<file path="src/rtl/tlc_pkg.sv">
// Shared types for the two-road traffic light controller: state codes,
// lamp encodings and the state-to-lamp decode.
// Build option: TLC_NIGHT_FLASH_EN (night flashing mode, used by the top).
package tlc_pkg;

  localparam int unsigned STATE_W = 3;
  localparam int unsigned LAMP_W  = 3;

  typedef enum logic [STATE_W-1:0] {
    HW_G  = 3'd0,
    HW_Y  = 3'd1,
    AR1   = 3'd2,
    LR_G  = 3'd3,
    LR_Y  = 3'd4,
    AR2   = 3'd5,
    NIGHT = 3'd6
  } tlc_state_e;

  localparam logic [LAMP_W-1:0] LAMP_GREEN  = 3'b100;
  localparam logic [LAMP_W-1:0] LAMP_YELLOW = 3'b010;
  localparam logic [LAMP_W-1:0] LAMP_RED    = 3'b001;
  localparam logic [LAMP_W-1:0] LAMP_DARK   = 3'b000;

  typedef struct packed {
    logic [LAMP_W-1:0] hw;
    logic [LAMP_W-1:0] lr;
  } lamp_pair_t;

  // Lamp pair for a state; NIGHT returns its lit phase, blanking is done by the caller.
  // Any code outside the known set decodes to all-red.
  function automatic lamp_pair_t state_lamps(input tlc_state_e s);
    lamp_pair_t p;
    p.hw = LAMP_RED;
    p.lr = LAMP_RED;
    case (s)
      HW_G:    p.hw = LAMP_GREEN;
      HW_Y:    p.hw = LAMP_YELLOW;
      LR_G:    p.lr = LAMP_GREEN;
      LR_Y:    p.lr = LAMP_YELLOW;
      NIGHT:   p.hw = LAMP_YELLOW;
      default: ;
    endcase
    return p;
  endfunction

endpackage

</file>
<file path="src/rtl/tlc_phase_timer.sv">
// Phase timer: loads to 1, counts up while held, saturates at the supplied limit.
module tlc_phase_timer #(
  parameter int unsigned CNT_W = 8
) (
  input  logic             clk,
  input  logic             rst_n,
  input  logic             load,
  input  logic [CNT_W-1:0] limit,
  input  logic [CNT_W-1:0] thresh,
  output logic             at_limit_c,
  output logic             ge_thresh_c
);

  logic [CNT_W-1:0] count;

  // Count register: reload on phase entry, otherwise climb up to the limit and hold.
  always_ff @(posedge clk) begin
    if (!rst_n) begin
      count <= CNT_W'(1);
    end else if (load) begin
      count <= CNT_W'(1);
    end else if (count < limit) begin
      count <= count + CNT_W'(1);
    end
  end

  assign at_limit_c  = (count >= limit);
  assign ge_thresh_c = (count >= thresh);

endmodule

</file>
<file path="src/rtl/tlc_param_controller.sv">
// Parametrised highway / local-road traffic light controller with local-road
// gap-out and configurable phase durations.
// Build option: TLC_NIGHT_FLASH_EN enables the night flashing mode (NIGHT state).
module tlc_param_controller
  import tlc_pkg::*;
#(
  parameter int unsigned CNT_W        = 8,
  parameter int unsigned HW_GREEN_MIN = 80,
  parameter int unsigned YELLOW_T     = 20,
  parameter int unsigned ALLRED_T     = 1,
  parameter int unsigned LR_GREEN_MIN = 20,
  parameter int unsigned LR_GREEN_MAX = 80,
  parameter int unsigned FLASH_T      = 8
) (
  input  logic               clk,
  input  logic               rst_n,
  input  logic               lr_has_car,
  input  logic               night_req,
  output logic [LAMP_W-1:0]  hw_light,
  output logic [LAMP_W-1:0]  lr_light,
  output logic [STATE_W-1:0] state_o
);

`ifdef TLC_NIGHT_FLASH_EN
  localparam logic NIGHT_EN = 1'b1;
`else
  localparam logic NIGHT_EN = 1'b0;
`endif

  tlc_state_e       state;
  tlc_state_e       state_n;
  logic             flash;
  logic             flash_n;
  logic             load_c;
  logic [CNT_W-1:0] limit_c;
  logic             at_limit_c;
  logic             ge_thresh_c;
  logic             night_c;
  lamp_pair_t       lamps_c;

  // Night request only has an effect when the night mode is built in.
  assign night_c = NIGHT_EN & night_req;

  tlc_phase_timer #(
    .CNT_W (CNT_W)
  ) u_timer (
    .clk         (clk),
    .rst_n       (rst_n),
    .load        (load_c),
    .limit       (limit_c),
    .thresh      (CNT_W'(LR_GREEN_MIN)),
    .at_limit_c  (at_limit_c),
    .ge_thresh_c (ge_thresh_c)
  );

  // Timer limit for the current phase (also the HW_G saturation point).
  always_comb begin
    limit_c = CNT_W'(ALLRED_T);
    case (state)
      HW_G:    limit_c = CNT_W'(HW_GREEN_MIN);
      HW_Y:    limit_c = CNT_W'(YELLOW_T);
      LR_G:    limit_c = CNT_W'(LR_GREEN_MAX);
      LR_Y:    limit_c = CNT_W'(YELLOW_T);
      NIGHT:   limit_c = CNT_W'(FLASH_T);
      default: limit_c = CNT_W'(ALLRED_T);
    endcase
  end

  // Next-state, timer reload and flash phase; any state change reloads the timer.
  always_comb begin
    state_n = state;
    load_c  = 1'b0;
    flash_n = flash;
    case (state)
      HW_G: begin
        if (at_limit_c && (lr_has_car || night_c)) begin
          state_n = HW_Y;
          load_c  = 1'b1;
        end
      end
      HW_Y: begin
        if (at_limit_c) begin
          state_n = AR1;
          load_c  = 1'b1;
        end
      end
      AR1: begin
        if (at_limit_c) begin
          state_n = night_c ? NIGHT : LR_G;
          flash_n = 1'b1;
          load_c  = 1'b1;
        end
      end
      LR_G: begin
        // Max-out and gap-out lead to the same place, so no priority is needed.
        if (at_limit_c || (ge_thresh_c && !lr_has_car)) begin
          state_n = LR_Y;
          load_c  = 1'b1;
        end
      end
      LR_Y: begin
        if (at_limit_c) begin
          state_n = AR2;
          load_c  = 1'b1;
        end
      end
      AR2: begin
        if (at_limit_c) begin
          state_n = night_c ? NIGHT : HW_G;
          flash_n = 1'b1;
          load_c  = 1'b1;
        end
      end
`ifdef TLC_NIGHT_FLASH_EN
      NIGHT: begin
        if (!night_req) begin
          state_n = AR2;
          load_c  = 1'b1;
        end else if (at_limit_c) begin
          flash_n = ~flash;
          load_c  = 1'b1;
        end
      end
`endif
      default: begin
        state_n = AR2;
        load_c  = 1'b1;
      end
    endcase
  end

  // Lamp decode from the next state so lamps change on the same edge as the state.
  always_comb begin
    lamps_c = state_lamps(state_n);
    if (state_n == NIGHT && !flash_n) begin
      lamps_c.hw = LAMP_DARK;
      lamps_c.lr = LAMP_DARK;
    end
  end

  // State, flash phase and lamp registers.
  always_ff @(posedge clk) begin
    if (!rst_n) begin
      state    <= HW_G;
      flash    <= 1'b0;
      hw_light <= LAMP_GREEN;
      lr_light <= LAMP_RED;
    end else begin
      state    <= state_n;
      flash    <= flash_n;
      hw_light <= lamps_c.hw;
      lr_light <= lamps_c.lr;
    end
  end

  assign state_o = STATE_W'(state);

endmodule

</file>
<file path="config.mk">
export PLATFORM = sky130hd
export DESIGN_NAME = tlc_param_controller
export DESIGN_NICKNAME = d
export VERILOG_FILES = /design/src/rtl/tlc_pkg.sv /design/src/rtl/tlc_phase_timer.sv /design/src/rtl/tlc_param_controller.sv
export SDC_FILE = /design/constraint.sdc
export NUM_CORES = 1
export LEC_CHECK = 0
export ABC_AREA = 1
export CORE_MARGIN = 3
export CORE_UTILIZATION = 57
export DETAILED_ROUTE_END_ITERATION = 7
export GPL_ROUTABILITY_DRIVEN = 1
export PLACE_DENSITY_LB_ADDON = 0.05
export SETUP_SLACK_MARGIN = 0.3
export SYNTH_ARGS = -nofsm -noshare
export SYNTH_HDL_FRONTEND = slang
export SYNTH_SLANG_ARGS = --single-unit
</file>
<file path="constraint.sdc">
create_clock -name clk -period 6.25 [get_ports clk]
set_input_delay 0.625 -clock clk [delete_from_list [all_inputs] [get_ports clk]]
set_output_delay 0.625 -clock clk [all_outputs]
set_load 0.03 [all_outputs]
</file>
# After elaboration in Yosys (flattened, before gate mapping)
# Index checks and enable logic that the tools add are counted.
[totals] reg_bits=18 in_bits=4 output_inout_bits=9 elab_cells=54
[classes] n_addsub=1 magnitude_cmp=3 n_eq_ne=10 n_mux=17 bitwise_logic=1 reduce_logical=15
[ops] operator="7-bit case mux with 3 select lines" count=1
[ops] operator="3-bit 2-to-1 mux" count=6
[ops] operator="3-bit case mux with 6 select lines" count=1
[ops] operator="3-bit == test (second input constant)" count=5
[ops] operator="3-bit case mux with 2 select lines" count=2
[ops] operator="2-bit OR reduction" count=6
[ops] operator="3-bit by 2-bit == test with 1-bit output (second input constant)" count=3
[ops] operator="8-bit by 1-bit adder with 8-bit output (second input constant)" count=1
[ops] operator="8-bit by 5-bit greater-or-equal comparator with 1-bit output (second input constant)" count=1
[ops] operator="8-bit by 7-bit greater-or-equal comparator with 1-bit output" count=1
[ops] operator="8-bit by 7-bit < comparator with 1-bit output" count=1
[ops] operator="3-bit by 1-bit == test with 1-bit output (second input constant)" count=2
[ops] operator="3-bit logical NOT" count=2
[ops] operator="6-bit 2-to-1 mux" count=1
[ops] operator="1-bit 2-to-1 mux" count=5
[ops] operator="4-bit OR reduction" count=1
[ops] operator="1-bit logical AND" count=3
[ops] operator="1-bit case mux with 3 select lines" count=1
[ops] operator="1-bit logical NOT" count=2
[ops] operator="1-bit logical OR" count=1
[ops] operator="1-bit inverter" count=1

# Logic depth before layout (Yosys ltp)
# Gate-level depths: netlist (run 1).
[logic_depth] ltp_word=11 ltp_mapped=18 depth_no_buf=18

# Hierarchy
# A second synthesis (run 1) with hierarchy kept.
[hier_totals] cells_unflattened=214 area_unflattened_um2=1375.1
[by_module_without_submodules] module="tlc_phase_timer" instances=1 cells_per_inst=132 area_each_um2=857.1 seq_area_each_um2=160.2
[by_module_without_submodules] module="tlc_param_controller" instances=1 cells_per_inst=82 area_each_um2=518.0 seq_area_each_um2=180.2

# Least setup slack after synthesis (run 1)
# No wires, ideal clock.
[synth_timing] path_type="register to register" from="reg state[2] (netlist: state_o[2])" to="reg u_timer.count[0]" setup_ns=0.119 t_arrival_ns=2.084 required_ns=6.131 slack_ns=4.047 path_stages_with_launch=14 path_buffers=0 synth_period_minus_slack_ns=2.203 cell_sequence="dfxtp_1 inv_2 nor2_1 nor2_4 ha_1 nand2_1 inv_1 nand2_1 nand2_1 nand2_4 nand3_4 a21oi_1 nand3_2 o21bai_1"
[synth_between] elab_chain_len=8 word_cells_on_any_way=20 cone_classes="2 x order compare; 6 x eq/ne; 5 x mux; 7 x reduce/logical"
[synth_rtl] item="start: declaration" line_no="tlc_param_controller.sv:30" text="tlc_state_e state;"
[synth_rtl] item="start signal: assignment" line_no="tlc_param_controller.sv:149" text="state <= state_n;"
[synth_rtl] item="3-bit == test, or another cell as far along" line_no="tlc_param_controller.sv:59, tlc_param_controller.sv:74"
[synth_rtl] item="2-bit OR reduction (no line)"
[synth_rtl] item="7-bit case mux with 3 select lines" line_no="tlc_param_controller.sv:59" text="case (state)"
[synth_rtl] item="8-bit by 7-bit greater-or-equal comparator with 1-bit output" line_no="tlc_phase_timer.sv:27" text="assign at_limit_c = (count >= limit);"
[synth_rtl] item="1-bit logical OR / 1-bit logical AND (equally long branches)" line_no="tlc_param_controller.sv:96, tlc_param_controller.sv:76"
[synth_rtl] item="1-bit 2-to-1 mux, on equally long branches" line_no="tlc_param_controller.sv:96, tlc_param_controller.sv:76"
[synth_rtl] item="1-bit case mux with 3 select lines" line_no="tlc_param_controller.sv:74" text="case (state)"
[synth_rtl] item="2-bit OR reduction (no line)"
[synth_rtl] item="end signal: assignment" line_no="tlc_phase_timer.sv:23" text="count <= count + CNT_W'(1);"
[synth_rtl] item="end: declaration" line_no="tlc_phase_timer.sv:14" text="logic [CNT_W-1:0] count;"
# Parallel ways exist; a longest one is shown, timed or not.
# A chain may end at the register's enable or synchronous reset.

# Worst setup path after layout (run 1)
[layout_timing] from="reg state[1] (netlist: state_o[1])" to="reg u_timer.count[0]"
# The elaborated chain is that of the path after synthesis.

==> flow_summary.json, run 1 <==
{
  "synth_common_cells": "nand2_1, nor2_1, dfxtp_1, inv_1, nand3_1",
  "clk_pin_slew_ns": 0.10,
  "grt-ovfl-total": 0,
  "stdcell_area_um2": 1215,
  "hold_buffers": 0,
  "endpoint_kind": "register",
  "avgSynthCellArea_um2": 7.323,
  "vias_per_cell": 5.038,
  "cts_setup_buffers": 0,
  "maxCapViolCount": 0,
  "yosys.area.top_type": "dfxtp_1",
  "num_vias": 917,
  "grt_pass1_wl_um": 3746,
  "critPathRequiredTime_ns": 6.44,
  "combPwrFrac_pct": 10.2,
  "p_int_uw": 142.6,
  "synth_ff_type": "dfxtp_1",
  "use_met1_pct": 28.52,
  "syn_inst": 143,
  "p_seq_share_pct": 59.6,
  "grt.total_usage_pct": 20.04,
  "cts_buffers": 3,
  "wire_per_inst_um": 11.53,
  "yosysMostFrequentCell": "nand2_1",
  "p_sw_share_pct": 26.07,
  "cts_max_level": 1,
  "ir_worst_vdd_mv": 0.1487,
  "cts_root_buf": "clkbuf_4",
  "synth.area.top_cells": "dfxtp_1, ha_1, nand2_1",
  "met2_usage_pct": 28.96,
  "fin_skew_ns": 0.004394,
  "hold_path.class": "reg -> reg",
  "final.min_clock_period_ns": 2.319,
  "multi_input_area_um2": 624.3,
  "worstHoldEndpoint": "u_timer.count[1]$_SDFFE_PP0N_",
  "final_nets": 170,
  "fmax_mhz": 431.2,
  "ys_types": 23,
  "ant_nets": 0,
  "ys_warn_count": 0,
  "setup.worst_path.start_class": "register",
  "clkPwrFrac_pct": 30.2,
  "io_buffer_count": 11,
  "powerDensity_nw_per_um2": 158.8,
  "dp_hpwl_um": 1703,
  "grt_pass1_vias": 825,
  "placed_area_um2": 1187,
  "drtPass1Iterations": 4,
  "cts_tree": "built",
  "drive_gt1_share_pct": 17.72,
  "clock-sinks": 17,
  "netlist_area_um2": 1047,
  "setup_viol": 0,
  "outcome": "finished, final reports clean",
  "io_pins": 13,
  "period_share_pct": 37.11,
  "reg2reg_from": "state_o[1]$_SDFF_PN0_",
  "dieArea_um2": 2388,
  "yosysSeqAreaShare_pct": 32.50,
  "routed_wl_um": 2098,
  "core_area_um2": 1612,
  "core.rowCount": 14,
  "grt_util_met3_pct": 3.058,
  "grt_max_degree": 11,
  "initial_core_util_pct": 64.98,
  "timing.rr.end": "u_timer.count[0]$_SDFFE_PP1N_",
  "die_h_um": 48.87,
  "hold_depth": 2,
  "dieWidth_um": 48.87,
  "tightest_slew_ns": 0.3992,
  "ctsResizeCount": 0,
  "drt_iter0_markers": 19,
  "r2r_cells": 13,
  "cp_max_fo": 8,
  "clk_path_buf_depth": 2,
  "synthArstFlopShare_pct": 0,
  "busiest_layer": "met2",
  "power_uw": 192.9,
  "min_from": "u_timer.count[1]$_SDFFE_PP0N_",
  "hold_viol": 0,
  "n_antenna_cell": 0,
  "insertion_delay_ns": 0.29,
  "yosysTopAreaCellShare_pct": 32.50,
  "gp_congestion": 0.8937,
  "area.sequential_um2": 340.3,
  "syn_nets": 154,
  "grt_setup_unrepaired": "no",
  "critPathKind": "reg -> reg",
  "fill_cells": 127,
  "power.switching_uw": 50.29,
  "syn_to_final_growth_pct": 16.01,
  "antenna_found_initial": 0,
  "p_leak_uw": 0.0006263,
  "rrSetupSlack_ns": 3.93,
  "ys_ff_latch": 17,
  "fin_tns_setup_ns": 0,
  "drc": 0,
  "arrival_ns": 2.51,
  "maxSlewViolCount": 0,
  "max_slew_margin_pct": 73.10,
  "synth-edff-count": 0
}
layout make-up:
class / instances / area share, %
clock inverter: 1 / 0.4119
sequential: 17 / 28.01
timing repair buffer: 11 / 9.063
tap: 24 / 2.472
inverter: 22 / 6.797
multi-input combinational: 104 / 51.39
clock buffer: 3 / 1.854
per-stage QoR:
step | hold slack [ns] | setup WS, ns | instances | utilization [%]
after global placement | 0.4951 | 4.048 | 178 | 73.68
after detailed placement | 0.5151 | 3.987 | 178 | 73.68
final | 0.5361 | 3.931 | 182 | 75.39
after global routing | 0.5658 | 3.733 | 182 | 75.39
after floorplan | 0.4794 | 4.047 | 143 | -
after CTS | 0.5311 | 3.946 | 182 | 75.39
per-layer routing:
layer  wire [um]  up-vias  part of all wire [%]
met1        1051      409                    50
met5           0        -                     0
met4          42        0                   2.0
met3          73        5                   3.5
li1            -      489                     -
met2         930       14                    44
power groups by stage:
stage / Sequential, uW / Clock [uW] / Combinational, uW
4_1_cts: 115 / 60.6 / 19.5
5_1_grt: 115 / 67.8 / 22.2
2_1_floorplan: 116 / 0 / 14.7
6_report: 115 / 58.3 / 19.6
3_3_place_gp: 117 / 0 / 18.2
3_5_place_dp: 117 / 0 / 19.2
logic make-up after synthesis:
family                     count (synthesis)  share of synthesized area, %
DFF                                       17                         32.50
and+or+nand+nor                           78                         39.67
xor gates and xnor gates                   5                         4.182
buffers and inverters                     22                         7.885
AOI/OAI and AO/OA                         14                         7.408
adders and majority gates                  7                         8.363
state kept, by name, summed over array words and instances, names as in the netlist:
register and flops:
hw_light 3, lr_light 3, state_o 3, u_timer.count 8
critical path, cell delays in order, from the launching register on:
cell and delay, ns:
dfxtp_1 0.46, nand2_1 0.14, nor2_1 0.17, inv_1 0.07, ha_1 0.29, a21oi_1 0.16
nand2_1 0.12, nand2_4 0.11, nand3_4 0.11, inv_2 0.08, nand2_2 0.05, nand2_2 0.09
nand3_2 0.16, o21bai_1 0.20
placed cells by master, fill, tap and decap left out, types with 2 or more instances in the layout:
| cell | instances |
|---|---|
| xnor2_1 | 3 |
| nor3_1 | 2 |
| nand2_1 | 23 |
| nand2_2 | 6 |
| clkbuf_4 | 3 |
| nand2_4 | 5 |
| o21ai_0 | 4 |
| nand4_1 | 4 |
| nor2_1 | 21 |
| ha_1 | 7 |
| nor2_2 | 3 |
| inv_2 | 5 |
| inv_1 | 17 |
| a21oi_1 | 7 |
| nand3_1 | 10 |
| clkdlybuf4s50_1 | 11 |
| xor2_1 | 2 |
| dfxtp_1 | 17 |
worst max path at each step:
stage,to,slack (ns),from,depth (start not counted)
floorplan,u_timer.count[0]$_SDFFE_PP1N_,4.05,state_o[2]$_SDFF_PN0_,13
global placement,u_timer.count[0]$_SDFFE_PP1N_,4.05,state_o[1]$_SDFF_PN0_,11
detailed placement,u_timer.count[0]$_SDFFE_PP1N_,3.99,state_o[1]$_SDFF_PN0_,15
CTS,u_timer.count[0]$_SDFFE_PP1N_,3.95,state_o[1]$_SDFF_PN0_,15
global route,lr_light[0]$_SDFF_PN1_,3.73,state_o[1]$_SDFF_PN0_,16
finish,u_timer.count[0]$_SDFFE_PP1N_,3.93,state_o[1]$_SDFF_PN0_,13
Note: power is estimated with default switching activity, not from simulation.
==> inputs of run 2 (changes only) <==
Settings changed: CORE_UTILIZATION 57 to 48.
Clock period 6.25 ns to 2.04 ns, I/O delays scaled along.
==> run 2 against run 1 <==
The run now ends with negative setup slack left. Clock power grew to 3.3 times the previous value. Hold slack improved by 0.0015 ns. Wire length is 37% higher. Flip-flop and latch count stayed put. Worst setup slack lost 4.0 ns. Count of clock-buffer cells in the layout is the same. Via count is 17% higher. Sequential share of layout area is 7.4 points lower. First-iteration DRC count grew 42%. Cell area increased by 40%. Highest routed layer unchanged.
==> flow_summary.json, run 2 (synthesized netlist as in run 1, its figures left out) <==
{
  "outcome": "finished with violations",
  "failed_checks": "negative setup slack",
  "dieWidth_um": 52.71,
  "cts_max_level": 1,
  "vias_per_cell": 5.199,
  "p_leak_uw": 0.0008004,
  "initial_core_util_pct": 51.79,
  "grt_pass1_vias": 962,
  "clk_path_buf_depth": 2,
  "wire_per_inst_um": 13.93,
  "tightest_slew_ns": 0.3704,
  "drtPass1Iterations": 4,
  "area.sequential_um2": 351.6,
  "grt_pass1_wl_um": 4036,
  "placed_area_um2": 1333,
  "hold_viol": 0,
  "n_antenna_cell": 0,
  "gp_congestion": 0.8471,
  "drt_iter0_markers": 27,
  "period_share_pct": 102.5,
  "stdcell_area_um2": 1705,
  "final_core_util_pct": 84.34,
  "ant_nets": 0,
  "final_cell_mix": "nand2_1, buf_4, dfxtp_1",
  "pre_cts_ws_ns": -0.05845,
  "cts_tree": "built",
  "power_uw": 649.1,
  "hold_buffers": 0,
  "dp_hpwl_um": 1727,
  "cts_root_buf": "clkbuf_4",
  "cp_max_fo": 8,
  "num_vias": 1071,
  "grt_setup_unrepaired": "yes",
  "final_nets": 191,
  "largest_reg_flops": 8,
  "insertion_delay_ns": 0.30,
  "grt-ovfl-total": 0,
  "fmax_mhz": 478.1,
  "drive_gt1_share_pct": 53.63,
  "maxCapViolCount": 0,
  "grt.total_usage_pct": 19.78,
  "largest_register": "u_timer.count",
  "antenna_found_initial": 0,
  "fill_cells": 106,
  "powerDensity_nw_per_um2": 380.6,
  "die_h_um": 52.71,
  "fin_tns_setup_ns": -0.1280,
  "maxSlewViolCount": 0,
  "critPathKind": "reg -> reg",
  "setup.worst_path.start_class": "register",
  "rrSetupSlack_ns": -0.05,
  "multi_input_area_um2": 904.6,
  "syn_to_final_growth_pct": 62.84,
  "cts_buffers": 3,
  "ir_worst_vdd_mv": 0.2838,
  "endpoint_kind": "register",
  "critPathRequiredTime_ns": 2.27,
  "clk_pin_slew_ns": 0.11,
  "dieArea_um2": 2778,
  "finalWorstSetupSlack_ns": -0.05154,
  "final.min_clock_period_ns": 2.092,
  "io_pins": 13,
  "core.rowCount": 16,
  "routed_wl_um": 2870,
  "setup_viol": 4,
  "max_slew_margin_pct": 75.05,
  "fin_skew_ns": 0.0008624,
  "drc": 0,
  "io_buffer_count": 11,
  "core_area_um2": 2022,
  "hold_path.class": "reg -> reg",
  "grt_max_degree": 11,
  "arrival_ns": 2.32,
  "clock-sinks": 17
}
## run 2: where the power goes
part / total (uW) / internal (uW) / switching, uW
sequential: 347 / 336 / 10.5
combinational: 108 / 49.4 / 58.7
clock: 194 / 73.1 / 121
## run 2: what timing repair did
item                                    4_1_cts  5_1_grt
pin swaps                                    16       26
hold endpoints to repair                      0        0
resized for setup                            19       40
endpoints found under the setup margin       17       17
buffers inserted                              8        6
## run 2: cell type report
class	instances	area share [%]
inverters	22	5.723
multi-input cells	104	53.04
well taps	27	1.981
clock buffers	3	1.321
clock inverters	1	0.2935
flip-flops and latches	17	20.62
repair buffers	32	17.02
## run 2: critical path, stage by stage, from the launching register on
cell and delay [ns]:
dfxtp_4 0.39, inv_8 0.08, nand2_8 0.07, o21ai_4 0.13
inv_2 0.06, ha_4 0.27, nand2_4 0.05, nor2b_4 0.21
nand2_4 0.10, nand3_4 0.14, inv_2 0.05, nand2_2 0.07
nand2_4 0.07, nand3_4 0.18, o21bai_1 0.15
## run 2: final timing paths
path                            startpoint                             to  cells after the start
max                  state_o[2]$_SDFF_PN0_  u_timer.count[0]$_SDFFE_PP1N_                     14
min          u_timer.count[1]$_SDFFE_PP0N_  u_timer.count[1]$_SDFFE_PP0N_                      2
max reg2reg          state_o[2]$_SDFF_PN0_  u_timer.count[0]$_SDFFE_PP1N_                     14
min reg2reg  u_timer.count[1]$_SDFFE_PP0N_  u_timer.count[1]$_SDFFE_PP0N_                      2
## run 2: stage by stage
stage / hold WS (ns) / cells
after CTS: 0.5242 / 200
after global placement: 0.4995 / 188
after global routing: 0.5649 / 206
final: 0.5376 / 206
after detailed placement: 0.5102 / 188
after floorplan: 0.2727 / 143
## run 2: metal layers
metal,share of wire [%],GRT usage [%],up-vias,wire length (um)
met5,0,0,-,0
met4,2.5,8.085,0,72
met3,3.7,3.419,10,105
met2,50,32.64,31,1440
met1,44,25.04,500,1251
li1,-,-,530,-
